### config.mk
export PLATFORM = sky130hd
export DESIGN_NAME = csr_hpm_counters
export DESIGN_NICKNAME = d
export VERILOG_FILES = /design/src/rtl/csr_hpm_counters_pkg.sv /design/src/rtl/csr_hpm_counters_hpm_counter.sv /design/src/rtl/csr_hpm_counters.sv
export SDC_FILE = /design/constraint.sdc
export NUM_CORES = 1
export LEC_CHECK = 0
export CAP_MARGIN = 20
export CORE_MARGIN = 1.5
export CORE_UTILIZATION = 55
export DETAILED_ROUTE_END_ITERATION = 10
export PLACE_DENSITY = 0.76
export SKIP_CTS_REPAIR_TIMING = 1
export SLEW_MARGIN = 20
export SYNTH_ARGS = -nofsm -noshare
export SYNTH_HDL_FRONTEND = slang
export SYNTH_SLANG_ARGS = --single-unit
### constraint.sdc
create_clock -name s_clk_i -period 4.4 [get_ports s_clk_i]
set_clock_uncertainty 0.2 [all_clocks]
set_input_delay 0.88 -clock s_clk_i [delete_from_list [all_inputs] [get_ports s_clk_i]]
set_output_delay 0.88 -clock s_clk_i [all_outputs]
set_load 0.005 [all_outputs]
### src/rtl/csr_hpm_counters_pkg.sv
// Shared constants and types for the hardware performance monitor counters.
// Holds the base CSR addresses and the 5-bit event selector type.
package csr_hpm_counters_pkg;

  localparam logic [11:0] CSR_MCOUNTINHIBIT = 12'h320;
  localparam logic [11:0] CSR_MHPMEVENT3    = 12'h323;
  localparam logic [11:0] CSR_MHPMCOUNTER3  = 12'hB03;
  localparam logic [11:0] CSR_MHPMCOUNTER3H = 12'hB83;

  typedef logic [4:0] hpm_sel;

endpackage

### src/rtl/csr_hpm_counters_hpm_counter.sv
// One HPM counter: count, selector, optional sticky overflow (HPM_OVF_IRQ_EN).
// Ports: clk/rst, events, inhibit, per-half write enables, wdata, state out.
module hpm_counter
  import csr_hpm_counters_pkg::*;
#(
  parameter int CNT_WIDTH = 40,
  parameter int NUM_EVT   = 8
) (
  input  logic               clk_i,
  input  logic               rst_i,
  input  logic [NUM_EVT-1:0] evt_i,
  input  logic               inh_i,
  input  logic               we_sel_i,
  input  logic               we_lo_i,
  input  logic               we_hi_i,
  input  logic [31:0]        wdata_i,
  output logic [63:0]        cnt_o,
  output hpm_sel             sel_o,
  output logic               ovf_o,
  output logic               ovf_d_o
);

  localparam int HW = CNT_WIDTH - 32;

  logic [CNT_WIDTH-1:0] cnt_q, cnt_d;
  hpm_sel               sel_q, sel_d;
  logic [31:0]          evt_map;
  logic                 inc;
  logic                 wrap;

  // Selector k picks event bit k-1; slot 0 and
  // slots above NUM_EVT are always zero.
  assign evt_map = 32'({evt_i, 1'b0});
  assign inc     = evt_map[sel_q] & ~inh_i;
  assign wrap    = inc & (&cnt_q) & ~we_lo_i & ~we_hi_i;

  always_comb begin
    cnt_d = cnt_q;
    if (we_lo_i)
      cnt_d[31:0] = wdata_i;
    else if (we_hi_i)
      cnt_d[CNT_WIDTH-1:32] = wdata_i[HW-1:0];
    else if (inc)
      cnt_d = cnt_q + CNT_WIDTH'(1);
  end

  assign sel_d = we_sel_i ? hpm_sel'(wdata_i[4:0]) : sel_q;

  always_ff @(posedge clk_i) begin
    if (rst_i) begin
      cnt_q <= '0;
      sel_q <= '0;
    end else begin
      cnt_q <= cnt_d;
      sel_q <= sel_d;
    end
  end

`ifdef HPM_OVF_IRQ_EN
  logic ovf_q, ovf_d;

  always_comb begin
    ovf_d = ovf_q | wrap;
    if (we_sel_i)
      ovf_d = wdata_i[31];
  end

  always_ff @(posedge clk_i) begin
    if (rst_i) ovf_q <= 1'b0;
    else       ovf_q <= ovf_d;
  end

  assign ovf_o   = ovf_q;
  assign ovf_d_o = ovf_d;
`else
  assign ovf_o   = 1'b0;
  assign ovf_d_o = 1'b0;
`endif

  logic unused_ok;
  assign unused_ok = ^{wdata_i, wrap};

  assign cnt_o = 64'(cnt_q);
  assign sel_o = sel_q;

endmodule

### src/rtl/csr_hpm_counters.sv
// HPM counter CSR block: mcountinhibit, mhpmevent/mhpmcounter(h) decode.
// Ports: s_clk_i, s_reset_i, s_event_i, CSR bus, s_ovf_irq_o (HPM_OVF_IRQ_EN).
module csr_hpm_counters
  import csr_hpm_counters_pkg::*;
#(
  parameter int NUM_CNT   = 4,
  parameter int CNT_WIDTH = 40,
  parameter int NUM_EVT   = 8
) (
  input  logic               s_clk_i,
  input  logic               s_reset_i,
  input  logic [NUM_EVT-1:0] s_event_i,
  input  logic [11:0]        s_csr_add_i,
  input  logic               s_csr_rd_i,
  input  logic               s_csr_wr_i,
  input  logic [31:0]        s_csr_wdata_i,
  output logic [31:0]        s_csr_rdata_o,
  output logic               s_csr_rvalid_o,
  output logic               s_csr_hit_o,
  output logic               s_ovf_irq_o
);

  logic [NUM_CNT-1:0] inh_q;
  logic [NUM_CNT-1:0] we_sel;
  logic [NUM_CNT-1:0] we_lo;
  logic [NUM_CNT-1:0] we_hi;
  logic [NUM_CNT-1:0] ovf;
  logic [NUM_CNT-1:0] ovf_d;
  logic [63:0]        cnt [NUM_CNT];
  hpm_sel             sel [NUM_CNT];

  logic [31:0] rd_data, rdata_q;
  logic        hit, rvalid_q, irq_q;
  logic        inh_we;

  assign inh_we = s_csr_wr_i &
    (s_csr_add_i == CSR_MCOUNTINHIBIT);

  for (genvar i = 0; i < NUM_CNT; i++) begin : g_cnt
    assign we_sel[i] = s_csr_wr_i &
      (s_csr_add_i == CSR_MHPMEVENT3 + 12'(i));
    assign we_lo[i] = s_csr_wr_i &
      (s_csr_add_i == CSR_MHPMCOUNTER3 + 12'(i));
    assign we_hi[i] = s_csr_wr_i &
      (s_csr_add_i == CSR_MHPMCOUNTER3H + 12'(i));

    hpm_counter #(
      .CNT_WIDTH (CNT_WIDTH),
      .NUM_EVT   (NUM_EVT)
    ) u_cnt (
      .clk_i    (s_clk_i),
      .rst_i    (s_reset_i),
      .evt_i    (s_event_i),
      .inh_i    (inh_q[i]),
      .we_sel_i (we_sel[i]),
      .we_lo_i  (we_lo[i]),
      .we_hi_i  (we_hi[i]),
      .wdata_i  (s_csr_wdata_i),
      .cnt_o    (cnt[i]),
      .sel_o    (sel[i]),
      .ovf_o    (ovf[i]),
      .ovf_d_o  (ovf_d[i])
    );
  end

  always_comb begin
    rd_data = '0;
    hit     = 1'b0;
    if (s_csr_add_i == CSR_MCOUNTINHIBIT) begin
      hit     = 1'b1;
      rd_data = 32'({inh_q, 3'b000});
    end
    for (int i = 0; i < NUM_CNT; i++) begin
      if (s_csr_add_i == CSR_MHPMEVENT3 + 12'(i)) begin
        hit     = 1'b1;
        rd_data = {ovf[i], 26'b0, sel[i]};
      end
      if (s_csr_add_i == CSR_MHPMCOUNTER3 + 12'(i)) begin
        hit     = 1'b1;
        rd_data = cnt[i][31:0];
      end
      if (s_csr_add_i == CSR_MHPMCOUNTER3H + 12'(i)) begin
        hit     = 1'b1;
        rd_data = cnt[i][63:32];
      end
    end
  end

  // IRQ is registered from next-state overflow so it rises
  // in the same cycle the sticky bit becomes visible.
  always_ff @(posedge s_clk_i) begin
    if (s_reset_i) begin
      inh_q    <= '0;
      rdata_q  <= '0;
      rvalid_q <= 1'b0;
      irq_q    <= 1'b0;
    end else begin
      if (inh_we)
        inh_q <= s_csr_wdata_i[3 +: NUM_CNT];
      rvalid_q <= s_csr_rd_i;
      rdata_q  <= s_csr_rd_i ? rd_data : 32'h0;
      irq_q    <= |ovf_d;
    end
  end

  assign s_csr_rdata_o  = rdata_q;
  assign s_csr_rvalid_o = rvalid_q;
  assign s_csr_hit_o    = hit;
  assign s_ovf_irq_o    = irq_q;

endmodule

==> reports/qor.tcl <==
set qor(asr_flop_ratio_synth) 0
set qor(combPwrFrac) 0.053
set qor(timing.critical_path.mode_cell) {clkdlybuf4s50_1}
set qor(drtPass1Iterations) 6
set qor(ctsHtreeMaxLevel) 1
set qor(initial_core_util) 0.561
set qor(criticalPathCategory) {in2out}
set qor(p_sw_mw) 1.06
set qor(synthesis.nets) 1726
set qor(post-route-drc-count) 0
set qor(cts.path.max_buffers) 3
set qor(share_of_layout_cells_above_drive_strength_1) 0.0896
set qor(timing.hold.worst.class) {reg2reg}
set qor(first_global_vias) 12826
set qor(finish.net_count) 1783
set qor(antenna_left) 0
set qor(critical_path_arrival_ns) 3.13
set qor(timing.setup.tns_ns) 0
set qor(area_growth_syn_to_fin_pct) 17.0
set qor(crit_path_end_kind) {output pin}
set qor(seq_area_frac_synth) 0.329
set qor(cp_cell_sequence) {clkdlybuf4s50_1 -> or4b_1 -> a211oi_1 -> nor4_1 -> o31ai_1 -> clkdlybuf4s50_1}
set qor(synth_common_cells) {217 x dfxtp_1, 197 x nor2_1, 117 x a211oi_1, 113 x nand2_1, 109 x clkbuf_1}
set qor(power_frac_seq) 0.438
set qor(gp_congestion) 1.03
set qor(r2r_setup_slack_ns) 1.38
set qor(ys_dominant_reg_cell) {dfxtp_1}
set qor(clock.fmax_mhz) 238
set qor(port_buffers) 89
set qor(final_hold_fails) 0
set qor(finalWirelength_mm) 51.4
set qor(n_fill_cell) 2053
set qor(switching_share) 0.235
set qor(cp_slowest_stage_delay_ns) 0.63
set qor(mean_cell_area_of_the_mapped_netlist_um2) 7.93
set qor(crit_required_ns) 3.32
set qor(fp.dieH_um) 158
set qor(syn_area_um2) 13200
set qor(final.min_clock_period_ns) 4.21
set qor(clkPwrFrac) 0.508
set qor(diodes) 0
set qor(report.final.setup_viol) 0
set qor(grt_first_pass_wirelength_mm) 77.1
set qor(synth.lib_cells_used.distinct) 84
set qor(final_max_tran_viols) 0
set qor(die_area_um2) 24900
set qor(fp-row-count) 56
set qor(latest_clock_arrival_within_the_worst_skew_pair_ns) 0.54
set qor(final_clock_period_utilization_by_the_worst_path) 0.956
set qor(clock_transition_at_the_registers_of_the_reported_paths_ns) 0.06
set qor(number_of_enable_flip_flop_cells_after_synthesis) 0
set qor(grt_setup_unrepaired) {no}
set qor(cap_violations) 0
set qor(status) {completed}
set qor(maximum_number_of_pins_on_one_net_before_global_route_repair) 74
set qor(yosysWarningCount) 0
set qor(initial_antenna_violation_count) 0
set qor(cp_max_fo) 6
set qor(detailed_place_hpwl_mm) 36.9
set qor(cts_sinks) 217
set qor(route.detailed.wl_per_inst_um) 25.0
set qor(die_w_um) 158
set qor(cts-buffers-inserted) 25
set qor(pwr_density_cell_nw_per_um2) 290
set qor(fin_hold_ws_ns) 0.290
set qor(synth_seq_cells) 217
set qor(syn-instance-count) 1666
set qor(critPathSlowestCell) {or4b_1}
set qor(global_route.overflow_total) 0
set qor(dpl.cell_count) 2015
set qor(drt_iter0_drc) 2294
set qor(drt-vias-per-instance) 6.98
set qor(synth_most_common_cell) {dfxtp_1}
set qor(relSlewSlack) 0.247
set qor(routed-via-count) 14378
set qor(peakVddDrop_mv) 0.238
set qor(synthTopCellsByArea) {dfxtp_1 33%, a211oi_1 6.7%, nor2_1 5.6%}
set qor(synth_top_area_share) 0.329
set qor(clock_tree.root_cell) {clkbuf_16}
set qor(grt_usage) 0.405
set qor(io_pins) 91
set qor(cellInternalPower_mw) 3.43
set qor(power.static_leakage_nw) 4.86
set qor(core_area_um2) 23500
set qor(start_kind) {input port}
set qor(worst_slew_pin_slew_ns) 1.12
set qor(post_layout_nonfiller_instances) 2061
set qor(synth_largest_area_cell) {dfxtp_1}
set qor(tritoncts) {yes}
-- routing by layer --
layer,GRT usage,up-vias,wire length [um]
li1,-,6492,-
met4,0.114,0,1680
met5,0,-,0
met3,0.0944,139,6620
met2,0.603,891,22000
met1,0.581,6856,21100
-- kinds of logic (layout without fill, tap and decap cells) --
family          count (synthesis)  in the layout  share of synthesized area
compound gates                451            451                      0.239
xor+xnor                       95             95                     0.0630
fa+ha+maj                       4              4                    0.00379
buf+inv                       151            227                     0.0452
flops                         217            217                      0.329
mux                            37             37                     0.0327
other cells                     1              1                   0.000284
simple gates                  710            710                      0.287
-- final timing paths --
check	from	endpoint	depth (start not counted)
setup reg to reg	g_cnt[3].u_cnt.cnt_q[10]	g_cnt[3].u_cnt.cnt_q[39]	5
hold reg to reg	g_cnt[2].u_cnt.cnt_q[39]	g_cnt[2].u_cnt.cnt_q[39]	2
setup / recovery	s_csr_add_i[5]	s_csr_hit_o	6
hold / removal	g_cnt[2].u_cnt.cnt_q[39]	g_cnt[2].u_cnt.cnt_q[39]	2
-- layout by cell type (no fill, tap or decap), types with 5 or more instances in the layout --
cell type | Yosys | final
dfxtp_1 | 217 | 217
o21a_1 | 5 | 5
clkbuf_16 | 0 | 25
a221oi_1 | 5 | 5
buf_4 | 1 | 66
nand4_1 | 61 | 61
a22oi_1 | 60 | 60
o22ai_1 | 13 | 13
or3_1 | 20 | 20
o211ai_1 | 5 | 5
and4_1 | 22 | 22
clkinv_2 | 0 | 9
a211oi_1 | 117 | 116
nand4b_1 | 7 | 7
bufinv_16 | 0 | 5
o31ai_1 | 19 | 19
o221ai_1 | 7 | 7
nor2b_1 | 7 | 7
mux2_2 | 6 | 6
nand2_1 | 113 | 112
a21oi_1 | 72 | 72
and3_1 | 34 | 34
mux2i_1 | 27 | 27
xor2_1 | 36 | 36
or4_1 | 11 | 11
nor4b_1 | 12 | 12
a31oi_1 | 9 | 9
and2_1 | 13 | 13
inv_1 | 24 | 24
nor3_1 | 37 | 37
nand3_1 | 87 | 84
a32oi_1 | 8 | 8
o21ai_0 | 60 | 60
clkdlybuf4s50_1 | 0 | 88
nor2_1 | 197 | 196
o32ai_1 | 8 | 8
nor4_1 | 42 | 42
xnor2_1 | 59 | 59
a311oi_1 | 26 | 26
or2_2 | 5 | 5
-- sequential cells by signal, summed over array words and instances, names as in the netlist --
signal	cells
g_cnt.u_cnt.cnt_q	160
s_csr_rvalid_o	1
g_cnt.u_cnt.sel_o	20
inh_q	4
s_csr_rdata_o	32
-- through the flow --
stage               utilization  area [um^2]  worst slack (ns)  power, mW
floorplan                     -        13200             0.903       2.10
global placement          0.618        14600             0.214       2.24
detailed placement        0.618        14600             0.211       2.24
CTS                       0.656        15500             0.205       4.48
global route              0.656        15500            0.0950       4.56
finish                    0.656        15500             0.193       4.49
-- worst max-delay path: cells and delay by family --
kind            cells  cell delay, ns
buf+inv             2            1.06
compound gates      2            0.44
simple gates        2            0.74
-- cell type report --
type	count	area (um^2)	share of cell area
clock buffer	29	671	0.0434
clock inverter	17	224	0.0145
inverter	25	93.8	0.00607
multi-input combinational	1298	8320	0.538
sequential	217	4340	0.281
tap	319	399	0.0258
timing repair buffer	156	1410	0.0911
-- power by group through the flow --
stage          clock (mW)  combinational [mW]  sequential [mW]
2_1_floorplan           0              0.0877             2.01
3_3_place_gp            0               0.229             2.01
3_5_place_dp            0               0.227             2.01
4_1_cts              2.28               0.228             1.97
5_1_grt              2.35               0.243             1.97
6_report             2.28               0.240             1.97
Power figures use the tool's default switching activity.
==> edit: new RTL, same settings <==
`NUM_EVT` is set to 8 in 2 places; all go to 16.
--- a/src/rtl/csr_hpm_counters_hpm_counter.sv
+++ b/src/rtl/csr_hpm_counters_hpm_counter.sv
@@ -6,3 +6,3 @@
   parameter int CNT_WIDTH = 40,
-  parameter int NUM_EVT   = 8
+  parameter int NUM_EVT   = 16
 ) (
--- a/src/rtl/csr_hpm_counters.sv
+++ b/src/rtl/csr_hpm_counters.sv
@@ -7,3 +7,3 @@
   parameter int CNT_WIDTH = 40,
-  parameter int NUM_EVT   = 8
+  parameter int NUM_EVT   = 16
 ) (
Interface: changed (resized s_event_i); port bits go from 91 to 99. The function was not compared with the original's and may differ.
==> edit against the original RTL <==
- sequential power about the same
- synthesized area grew 5.3%
- largest cell class unchanged
- wire length grew 2.9%
- sequential cell count unchanged
- final area rose by 4.8%
- worst setup slack improved by 0.028 ns
- maximum frequency increased by 0.66%
- power shrank 1.2%
==> edit: results (changes against the original RTL) <==
- Outcome: finished clean
- VDD IR max: 0.2639 mV (+11%)
- The fraction of final layout cells sized beyond drive strength 1 is 0.1000 (+0.01045).
- Capture endpoint of the worst hold path: s_csr_rdata_o[7]
- The TritonCTS buffer count was 26 (+4.0%).
* Most used flip-flop cell after synthesis: dfxtp_1
- Global routing usage on met1: 0.5809 (about the same)
* Share of the yosys chip area belonging to registers: 0.3125 (-0.01646)
- Clock Root Buffer: clkbuf_16
- Total routed wirelength: 52.96 mm (+2.9%)
- The endpoint arrival time on the critical path was 3.10 ns (-0.03 ns).
* Maximum fanout along the worst path: 3 (-3)
- Number of diodes added for antenna fixing: 0 (unchanged)
* Main area contributors after synthesis: dfxtp_1 31%, nor2_1 4.6%, a311oi_1 4.5%
- Pin count of the biggest net entering global routing: 84 (+14%)
- Hold wc startpoint: g_cnt[3].u_cnt.cnt_q[39]
- Reg2reg path depth: 8 (+3)
* Global-route track usage on met3: 0.09219 (-0.002257)
* Initial antenna violation count: 1 (+1)
- The overall global routing resource usage came to 0.3943 (-0.01046).
* Max Root-Sink Buffers: 3 (unchanged)
* Hold-critical path depth: 2 (unchanged)
* Leading cell types by count after synthesis: 217 x dfxtp_1, 172 x nor2_1, 117 x nand2_1
- The leakage power came to 4.937 nW (+1.7%).
- DP Wirelength: 38.36 mm (+4.0%)
- The routing usage on met2 came to 0.5698 (-0.03333).
* Hold WC Path Type: register to register
- Vias per inst: 7.270 (+4.2%)
- The iteration-0 DRC count of the detailed router was 2981 (+30%).
- The register-to-register path setup slack came to 1.02 ns (-0.36 ns).
- The number of distinct standard cells referenced by the synthesized netlist is 90 (+7.1%).
* Reg2Reg Launch Point: g_cnt[2].u_cnt.sel_o[2]
- The number of warnings printed during yosys synthesis came to 0 (unchanged).
- Number of global-route vias before repair: 13800 (+7.6%)
- Final nets: 1879 (+5.4%)
* Max FFs per register: 160 (unchanged)
- Number of input and output port buffers inserted: 97 (+9.0%)
- The global placer's final weighted congestion is 1.003 (-2.7%).
* Worst slack at placement: 0.2355 ns (+0.02435 ns)
- The clock transition at the registers of the reported paths came to 0.06 ns (about the same).
- The detailed-router iteration count before antenna repair is 9 (+3).
- The synthesized net count is 1833 (+6.2%).
- Async set or reset register ratio after synthesis: 0 (unchanged)
- Fillers: 2201 (+7.2%)
- The endpoint identified for the worst register-to-register timing path is g_cnt[2].u_cnt.cnt_q[35].
- Biggest register: g_cnt.u_cnt.cnt_q
- The wire length of the first global-routing pass was 81.23 mm (+5.3%).
* Source-to-sink clock delay at the later pin of the worst-skew pair: approximately 0.55 ns
* CTS H-tree depth: 1 (unchanged)
- The headroom to the max-slew limit is 0.3101 (+0.06331).
[edit: final cells by class]
| class | instances | area (sq um) | share of cell area |
|---|---|---|---|
| Clock buffer | 37 | 782.0 | 0.04830 |
| Multi-Input combinational cell | 1353 | 8816 | 0.5445 |
| Inverter | 38 | 142.6 | 0.008809 |
| Timing Repair Buffer | 175 | 1592 | 0.09829 |
| Clock inverter | 10 | 102.6 | 0.006336 |
| Sequential cell | 217 | 4344 | 0.2683 |
| Tap cell | 330 | 412.9 | 0.02550 |
[edit: cells by family after synthesis]
group                      count (synthesis)  share of synthesized area
and+or+nand+nor                          728                     0.2875
DFF                                      217                     0.3125
buffers and inverters                    195                    0.05778
muxes                                     49                    0.04068
xor gates and xnor gates                  27                    0.01701
adders and majority gates                  4                   0.003600
AOI/OAI and AO/OA                        544                     0.2807
other                                      1                  0.0002697
[edit: critical path, cell delays in order]
cell and delay [ns]:
clkdlybuf4s50_1 0.49, nor4bb_1 0.45, nand3_1 0.17, nor4b_1 0.39
a211oi_1 0.09, nand3_1 0.11, clkdlybuf4s50_1 0.51
[edit: how the worst max path moves through the flow]
| stage | start | slack, ns | endpoint | cells after the start |
|---|---|---|---|---|
| 6_report | s_csr_add_i[9] | 0.22 | s_csr_hit_o | 7 |
| 5_1_grt | s_csr_add_i[9] | 0.03 | s_csr_hit_o | 7 |
| 4_1_cts | s_csr_add_i[9] | 0.22 | s_csr_hit_o | 7 |
| 3_5_place_dp | s_csr_add_i[9] | 0.24 | s_csr_hit_o | 7 |
| 3_3_place_gp | s_csr_add_i[9] | 0.24 | s_csr_hit_o | 7 |
| 2_1_floorplan | s_csr_add_i[5] | 1.01 | s_csr_hit_o | 6 |
[edit: metrics by stage]
step           cell area (sq um)  utilization  cells  hold WS, ns
2_1_floorplan              13900            -   1765       0.2363
3_3_place_gp               15310       0.6132   2113       0.2945
3_5_place_dp               15310       0.6132   2113       0.2867
4_1_cts                    16190       0.6486   2160       0.3018
5_1_grt                    16190       0.6486   2160       0.3418
6_report                   16190       0.6486   2160       0.3060
[edit: routing by layer]
metal,vias to the layer above,wire length (microns)
li1,7028,-
met1,7513,21880
met2,1020,22270
met3,141,7252
met4,2,1537
met5,-,13
[edit: report_power, final]
part           internal [mW]  total, mW  switching [mW]
clock                   1.30       2.21           0.915
combinational         0.0931      0.254           0.161
sequential              1.97       1.97        0.000615
